`src/rtl/mio_bus_arb_pkg.sv`:
```
// Shared types and constants for the CPU/device memory bus arbiter.
package mio_bus_arb_pkg;

   typedef enum logic [1:0] {
      ST_IDLE = 2'd0,
      ST_BUSY = 2'd1,
      ST_DONE = 2'd2
   } state_e;

   localparam logic GRANT_CPU = 1'b0;
   localparam logic GRANT_DEV = 1'b1;

   localparam int unsigned MEM_LAT_MIN = 1;
   localparam int unsigned MEM_LAT_MAX = 15;
   localparam int unsigned CNT_W       = 4;
   localparam int unsigned DATA_W      = 32;

endpackage

```
`src/rtl/mio_lat_cnt.sv`:
```
// Loadable down-counter that times one memory access; zero_c marks the last cycle.
module mio_lat_cnt
   import mio_bus_arb_pkg::*;
(
   input  logic             clk,
   input  logic             reset,
   input  logic             load,
   input  logic             dec,
   input  logic [CNT_W-1:0] load_val,
   output logic             zero_c
);

   logic [CNT_W-1:0] cnt_q;
   logic [CNT_W-1:0] cnt_d;

   always_comb begin
      cnt_d = cnt_q;
      if (load) begin
         cnt_d = load_val;
      end else if (dec && (cnt_q != '0)) begin
         cnt_d = cnt_q - CNT_W'(1);
      end
   end

   always_ff @(posedge clk or negedge reset) begin
      if (!reset) begin
         cnt_q <= '0;
      end else begin
         cnt_q <= cnt_d;
      end
   end

   assign zero_c = (cnt_q == '0);

endmodule

```
`src/rtl/mio_bus_arb.sv`:
```
// Two-requester (CPU / device) round-robin arbiter onto a fixed-latency memory port.
module mio_bus_arb
   import mio_bus_arb_pkg::*;
#(
   parameter int unsigned MEM_LAT = 2
) (
   input  logic              clk,
   input  logic              reset,
   input  logic              cpu_req,
   input  logic              cpu_we,
   input  logic [DATA_W-1:0] cpu_addr,
   input  logic [DATA_W-1:0] cpu_wdata,
   output logic [DATA_W-1:0] cpu_rdata,
   output logic              cpu_ready,
   input  logic              dev_req,
   input  logic              dev_we,
   input  logic [DATA_W-1:0] dev_addr,
   input  logic [DATA_W-1:0] dev_wdata,
   output logic [DATA_W-1:0] dev_rdata,
   output logic              dev_ready,
   output logic              mem_en,
   output logic              mem_we,
   output logic [DATA_W-1:0] mem_addr,
   output logic [DATA_W-1:0] mem_wdata,
   input  logic [DATA_W-1:0] mem_rdata,
   output logic              grant,
   output logic [1:0]        state
);

   // Out-of-range latencies are clamped to the supported window.
   localparam int unsigned LAT_C = (MEM_LAT < MEM_LAT_MIN) ? MEM_LAT_MIN :
                                   (MEM_LAT > MEM_LAT_MAX) ? MEM_LAT_MAX : MEM_LAT;

   state_e            state_q, state_d;
   logic              grant_q, grant_d;
   logic              last_q, last_d;
   logic              mem_en_q, mem_en_d;
   logic              mem_we_q, mem_we_d;
   logic [DATA_W-1:0] mem_addr_q, mem_addr_d;
   logic [DATA_W-1:0] mem_wdata_q, mem_wdata_d;
   logic [DATA_W-1:0] cpu_rdata_q, cpu_rdata_d;
   logic [DATA_W-1:0] dev_rdata_q, dev_rdata_d;
   logic              cpu_ready_q, cpu_ready_d;
   logic              dev_ready_q, dev_ready_d;
   logic              cnt_load_c, cnt_dec_c, cnt_zero_c;
   logic              pick_dev_c;

   mio_lat_cnt u_lat_cnt (
      .clk      (clk),
      .reset    (reset),
      .load     (cnt_load_c),
      .dec      (cnt_dec_c),
      .load_val (CNT_W'(LAT_C - 1)),
      .zero_c   (cnt_zero_c)
   );

   // Device wins when alone, or on a tie when the CPU was served last.
   assign pick_dev_c = dev_req & (~cpu_req | (last_q == GRANT_CPU));

   always_comb begin
      state_d     = state_q;
      grant_d     = grant_q;
      last_d      = last_q;
      mem_en_d    = mem_en_q;
      mem_we_d    = mem_we_q;
      mem_addr_d  = mem_addr_q;
      mem_wdata_d = mem_wdata_q;
      cpu_rdata_d = cpu_rdata_q;
      dev_rdata_d = dev_rdata_q;
      cpu_ready_d = 1'b0;
      dev_ready_d = 1'b0;
      cnt_load_c  = 1'b0;
      cnt_dec_c   = 1'b0;

      case (state_q)
         ST_IDLE: begin
            mem_en_d = 1'b0;
            mem_we_d = 1'b0;
            if (cpu_req || dev_req) begin
               state_d     = ST_BUSY;
               grant_d     = pick_dev_c ? GRANT_DEV : GRANT_CPU;
               last_d      = pick_dev_c ? GRANT_DEV : GRANT_CPU;
               mem_en_d    = 1'b1;
               mem_we_d    = pick_dev_c ? dev_we    : cpu_we;
               mem_addr_d  = pick_dev_c ? dev_addr  : cpu_addr;
               mem_wdata_d = pick_dev_c ? dev_wdata : cpu_wdata;
               cnt_load_c  = 1'b1;
            end
         end
         ST_BUSY: begin
            if (cnt_zero_c) begin
               state_d  = ST_DONE;
               mem_en_d = 1'b0;
               mem_we_d = 1'b0;
               if (grant_q == GRANT_DEV) begin
                  dev_ready_d = 1'b1;
                  if (!mem_we_q) dev_rdata_d = mem_rdata;
               end else begin
                  cpu_ready_d = 1'b1;
                  if (!mem_we_q) cpu_rdata_d = mem_rdata;
               end
            end else begin
               cnt_dec_c = 1'b1;
            end
         end
         ST_DONE: begin
            state_d = ST_IDLE;
         end
         default: begin
            state_d  = ST_IDLE;
            mem_en_d = 1'b0;
            mem_we_d = 1'b0;
         end
      endcase
   end

   always_ff @(posedge clk or negedge reset) begin
      if (!reset) begin
         state_q     <= ST_IDLE;
         grant_q     <= GRANT_CPU;
         last_q      <= GRANT_DEV;
         mem_en_q    <= 1'b0;
         mem_we_q    <= 1'b0;
         mem_addr_q  <= '0;
         mem_wdata_q <= '0;
         cpu_rdata_q <= '0;
         dev_rdata_q <= '0;
         cpu_ready_q <= 1'b0;
         dev_ready_q <= 1'b0;
      end else begin
         state_q     <= state_d;
         grant_q     <= grant_d;
         last_q      <= last_d;
         mem_en_q    <= mem_en_d;
         mem_we_q    <= mem_we_d;
         mem_addr_q  <= mem_addr_d;
         mem_wdata_q <= mem_wdata_d;
         cpu_rdata_q <= cpu_rdata_d;
         dev_rdata_q <= dev_rdata_d;
         cpu_ready_q <= cpu_ready_d;
         dev_ready_q <= dev_ready_d;
      end
   end

   assign state     = state_q;
   assign grant     = grant_q;
   assign mem_en    = mem_en_q;
   assign mem_we    = mem_we_q;
   assign mem_addr  = mem_addr_q;
   assign mem_wdata = mem_wdata_q;
   assign cpu_rdata = cpu_rdata_q;
   assign dev_rdata = dev_rdata_q;
   assign cpu_ready = cpu_ready_q;
   assign dev_ready = dev_ready_q;

endmodule

```
`config.mk`:
```
export PLATFORM = sky130hd
export DESIGN_NAME = mio_bus_arb
export DESIGN_NICKNAME = d
export VERILOG_FILES = /design/src/rtl/mio_bus_arb_pkg.sv /design/src/rtl/mio_lat_cnt.sv /design/src/rtl/mio_bus_arb.sv
export SDC_FILE = /design/constraint.sdc
export NUM_CORES = 1
export LEC_CHECK = 0
export CAP_MARGIN = 20
export CORE_ASPECT_RATIO = 0.5
export CORE_MARGIN = 1
export CORE_UTILIZATION = 41
export DETAILED_ROUTE_END_ITERATION = 6
export GPL_TIMING_DRIVEN = 1
export PLACE_DENSITY_LB_ADDON = 0.2
export SETUP_SLACK_MARGIN = 0.02
export SYNTH_ARGS = -nofsm -noshare
export SYNTH_HDL_FRONTEND = slang
export SYNTH_SLANG_ARGS = --single-unit
```
`constraint.sdc`:
```
create_clock -name clk -period 2.7 [get_ports clk]
set_input_delay 0.405 -clock clk [delete_from_list [all_inputs] [get_ports clk]]
set_output_delay 0.405 -clock clk [all_outputs]
set_load 0.01 [all_outputs]
```
==> results.toml <==
[outcome]
outcome = "finished clean"

[hold_path]
hp-start = "dev_rdata[11]$_DFFE_PN0P_"
hp-class = "flop to flop"
holdPathStages = 1

[critical_path]
cpMaxStageDelayCell = "or4_4"
crit_family = "simple AND/OR/NAND/NOR gates"
crit_path_end_kind = "flop"
reg2reg_depth = 5
worst-setup-path-type = "flop to flop"
critPathRequiredTime_ps = 2980
worst_path_largest_cell_delay_ps = 730
cp-start-kind = "flop"
cp.depth = 5
crit_buf_inv = 1
reg2reg_from = "u_lat_cnt.cnt_q[0]$_DFFE_PN0P_"
cp_max_fo = 32
cp.arrival_ps = 2580
cp-startpoint = "u_lat_cnt.cnt_q[0]$_DFFE_PN0P_"
crit_chain = "inv_1 > ha_1 > or3b_1 > or4_4 > mux2_4"

[finish]
final_cell_mix = "clkdlybuf4s50_1 (299), mux2_2 (164), dfrtp_1 (139)"
seq_area_sq_mm = 0.00350
areaGrowthSynthToFinish_pct = 61.8
final.fill_count = 1062
antenna-diode-count = 0
final_common_cell = "clkdlybuf4s50_1"
stdcell_count = 913
multiInputGateArea_sq_mm = 0.00254
fin_nets = 870
drive_gt1_share_pct = 34.0

[pwr]
combPwrFrac_pct = 46.3
p_seq_share_pct = 33.1
p_int_uw = 7960
switchingPower_uw = 3390
swShare_pct = 29.9
power.leakage_uw = 0.00422
irDropWorstVdd_v = 0.000655
powerDensity_mw_per_mm2 = 1130
pwr-share-clk_pct = 20.5

[sta]
fin_crit_sh_pct = 85.1
hold_violations = 0
finalCriticalPeriod_ps = 2300
setup_viol = 0
slew_headroom_pct = 57.9
max_slew.worst_pin.slew_ps = 631
skew_ps = 12.5
fmax_mhz = 435
drv_slew = 0
fin_tns_setup_ps = 0
rsz0062_at_grt = "false"

[route]
vias = 4311
drc_errors = 0
first_pass_iters = 4
wire_per_inst_um = 16.7
postRouteAntennaNets = 0
detail_route.iter0.violations = 213
routed_wl_um = 15300
avgViaCountPerCell = 4.72

[floorplanning]
core_area_sq_mm = 0.0146
fp.dieW_um = 176
num_rows = 31
io_pins = 301
chipHeight_um = 89.0
die-area_sq_mm = 0.0156
start_util_pct = 42.4

[clock_network]
htreeDepth = 4
cts_tree = "yes"
clock_latency_ps = 400
cts.path.max_buffers = 2
cts_buffers = 17
clock-sinks = 140
clk_pin_slew_worst_paths_ps = 60
cts_root_buf = "clkbuf_16"

[placement]
hpwl_um = 11300
placedCellCount = 880
gp_congestion = 0.776
port-buffer-count = 300

[grt]
grt_pass1_vias = 4477
antenna_found_initial = 0
grt_remaining_overflow = 0
grt_pass1_wl_um = 23700
grt_start_max_net_pins = 59
gr-usage-all-layers_pct = 19.7

[yosys]
syn_avg_cell_area_sq_um = 15.7
postSynthCellCount = 395
synth-seq-area-share_pct = 56.5
syn_area_sq_mm = 0.00620
synth_warnings = 0
synth_seq_cells = 140
synth.distinct_cells = 28
synth_nets = 563

[run]
drv_cap = 0
==> path summary, 6_finish.rpt <==
| check | end | slack (ps) |
|---|---|---|
| worst max-delay path | cpu_rdata[5]$_DFFE_PN0P_ | 400 |
| worst min-delay path | dev_rdata[11]$_DFFE_PN0P_ | 500 |
| worst max register to register | cpu_rdata[5]$_DFFE_PN0P_ | 400 |
| worst min register to register | dev_rdata[11]$_DFFE_PN0P_ | 500 |
| max in group asynchronous | last_q$_DFFE_PN1P_ | 1400 |
| min in group asynchronous | mem_addr[0]$_DFFE_PN0P_ | 550 |
==> cell type report <==
cell class	count	share of cell area [%]
inverter	4	0.150
clock inverter	14	1.60
timing repair buffer	311	31.2
tap	198	2.47
multi-input combinational	228	25.3
sequential	140	34.9
clock buffer	18	4.38
==> registers in the layout, summed over array words and instances (netlist names), 2 cells and up <==
name / cells
mem_wdata: 32
cpu_rdata: 32
mem_addr: 32
u_lat_cnt.cnt_q: 4
dev_rdata: 32
state: 2
==> kinds of logic after synthesis <==
| kind of cell | share of synthesized area, % |
|---|---|
| AOI/OAI and AO/OA | 0.928 |
| adders and majority gates | 0.403 |
| buffers and inverters | 2.80 |
| DFF | 56.5 |
| muxes | 37.5 |
| and+or+nand+nor | 1.82 |
==> cells in the mapped netlist, drive strengths merged <==
| cell type | number | share of area (%) |
|---|---|---|
| buf | 15 | 2.1 |
| nor2 | 3 | 0.18 |
| a21oi | 2 | 0.16 |
| nand2b | 1 | 0.10 |
| nor3 | 2 | 0.16 |
| o22ai | 1 | 0.10 |
| dfstp | 1 | 0.42 |
| mux2i | 3 | 0.48 |
| a21boi | 1 | 0.12 |
| o21ai | 5 | 0.40 |
| or4 | 1 | 0.18 |
| dfrtp | 139 | 56 |
| nor3b | 1 | 0.12 |
| clkbuf | 8 | 0.48 |
| or2 | 2 | 0.20 |
| mux2 | 194 | 37 |
| and3 | 1 | 0.10 |
| nand4 | 1 | 0.10 |
| inv | 4 | 0.24 |
| nand3 | 4 | 0.32 |
| ha | 2 | 0.40 |
| or3b | 1 | 0.14 |
| a311oi | 1 | 0.14 |
| nor2b | 2 | 0.20 |
==> power groups by stage <==
stage	combinational [uW]	sequential [uW]	clock (uW)
4_1_cts	5350	3770	2390
6_report	5260	3760	2330
3_3_place_gp	5230	3730	0
5_1_grt	5610	3900	2490
3_5_place_dp	5330	3780	0
2_1_floorplan	2050	4230	0
==> routing by layer <==
metal | GRT usage, % | routed length (um) | vias to the layer above
li1 | - | - | 2028
met3 | 6.72 | 1160 | 10
met5 | 0 | 0 | -
met1 | 23.2 | 6120 | 2130
met4 | 4.66 | 74 | 0
met2 | 35.2 | 7900 | 143
==> metrics by stage <==
stage          utilization (%)  hold slack, ps  area [sq um]  power (uW)  worst slack, ps
5_1_grt                   68.6             509         10000       12000              333
3_3_place_gp              64.5             419          9430        8960              475
6_report                  68.6             503         10000       11300              401
3_5_place_dp              64.5             416          9430        9110              420
4_1_cts                   68.6             505         10000       11500              413
2_1_floorplan                -             109          6200        6270              510
==> timing repair <==
action | 4_1_cts | 5_1_grt
buffers inserted | 0 | 0
resized for setup | 0 | 0
hold buffers | 1 | 0
endpoints found under the hold margin | 17 | 0
(Power assumes the default switching activity.)
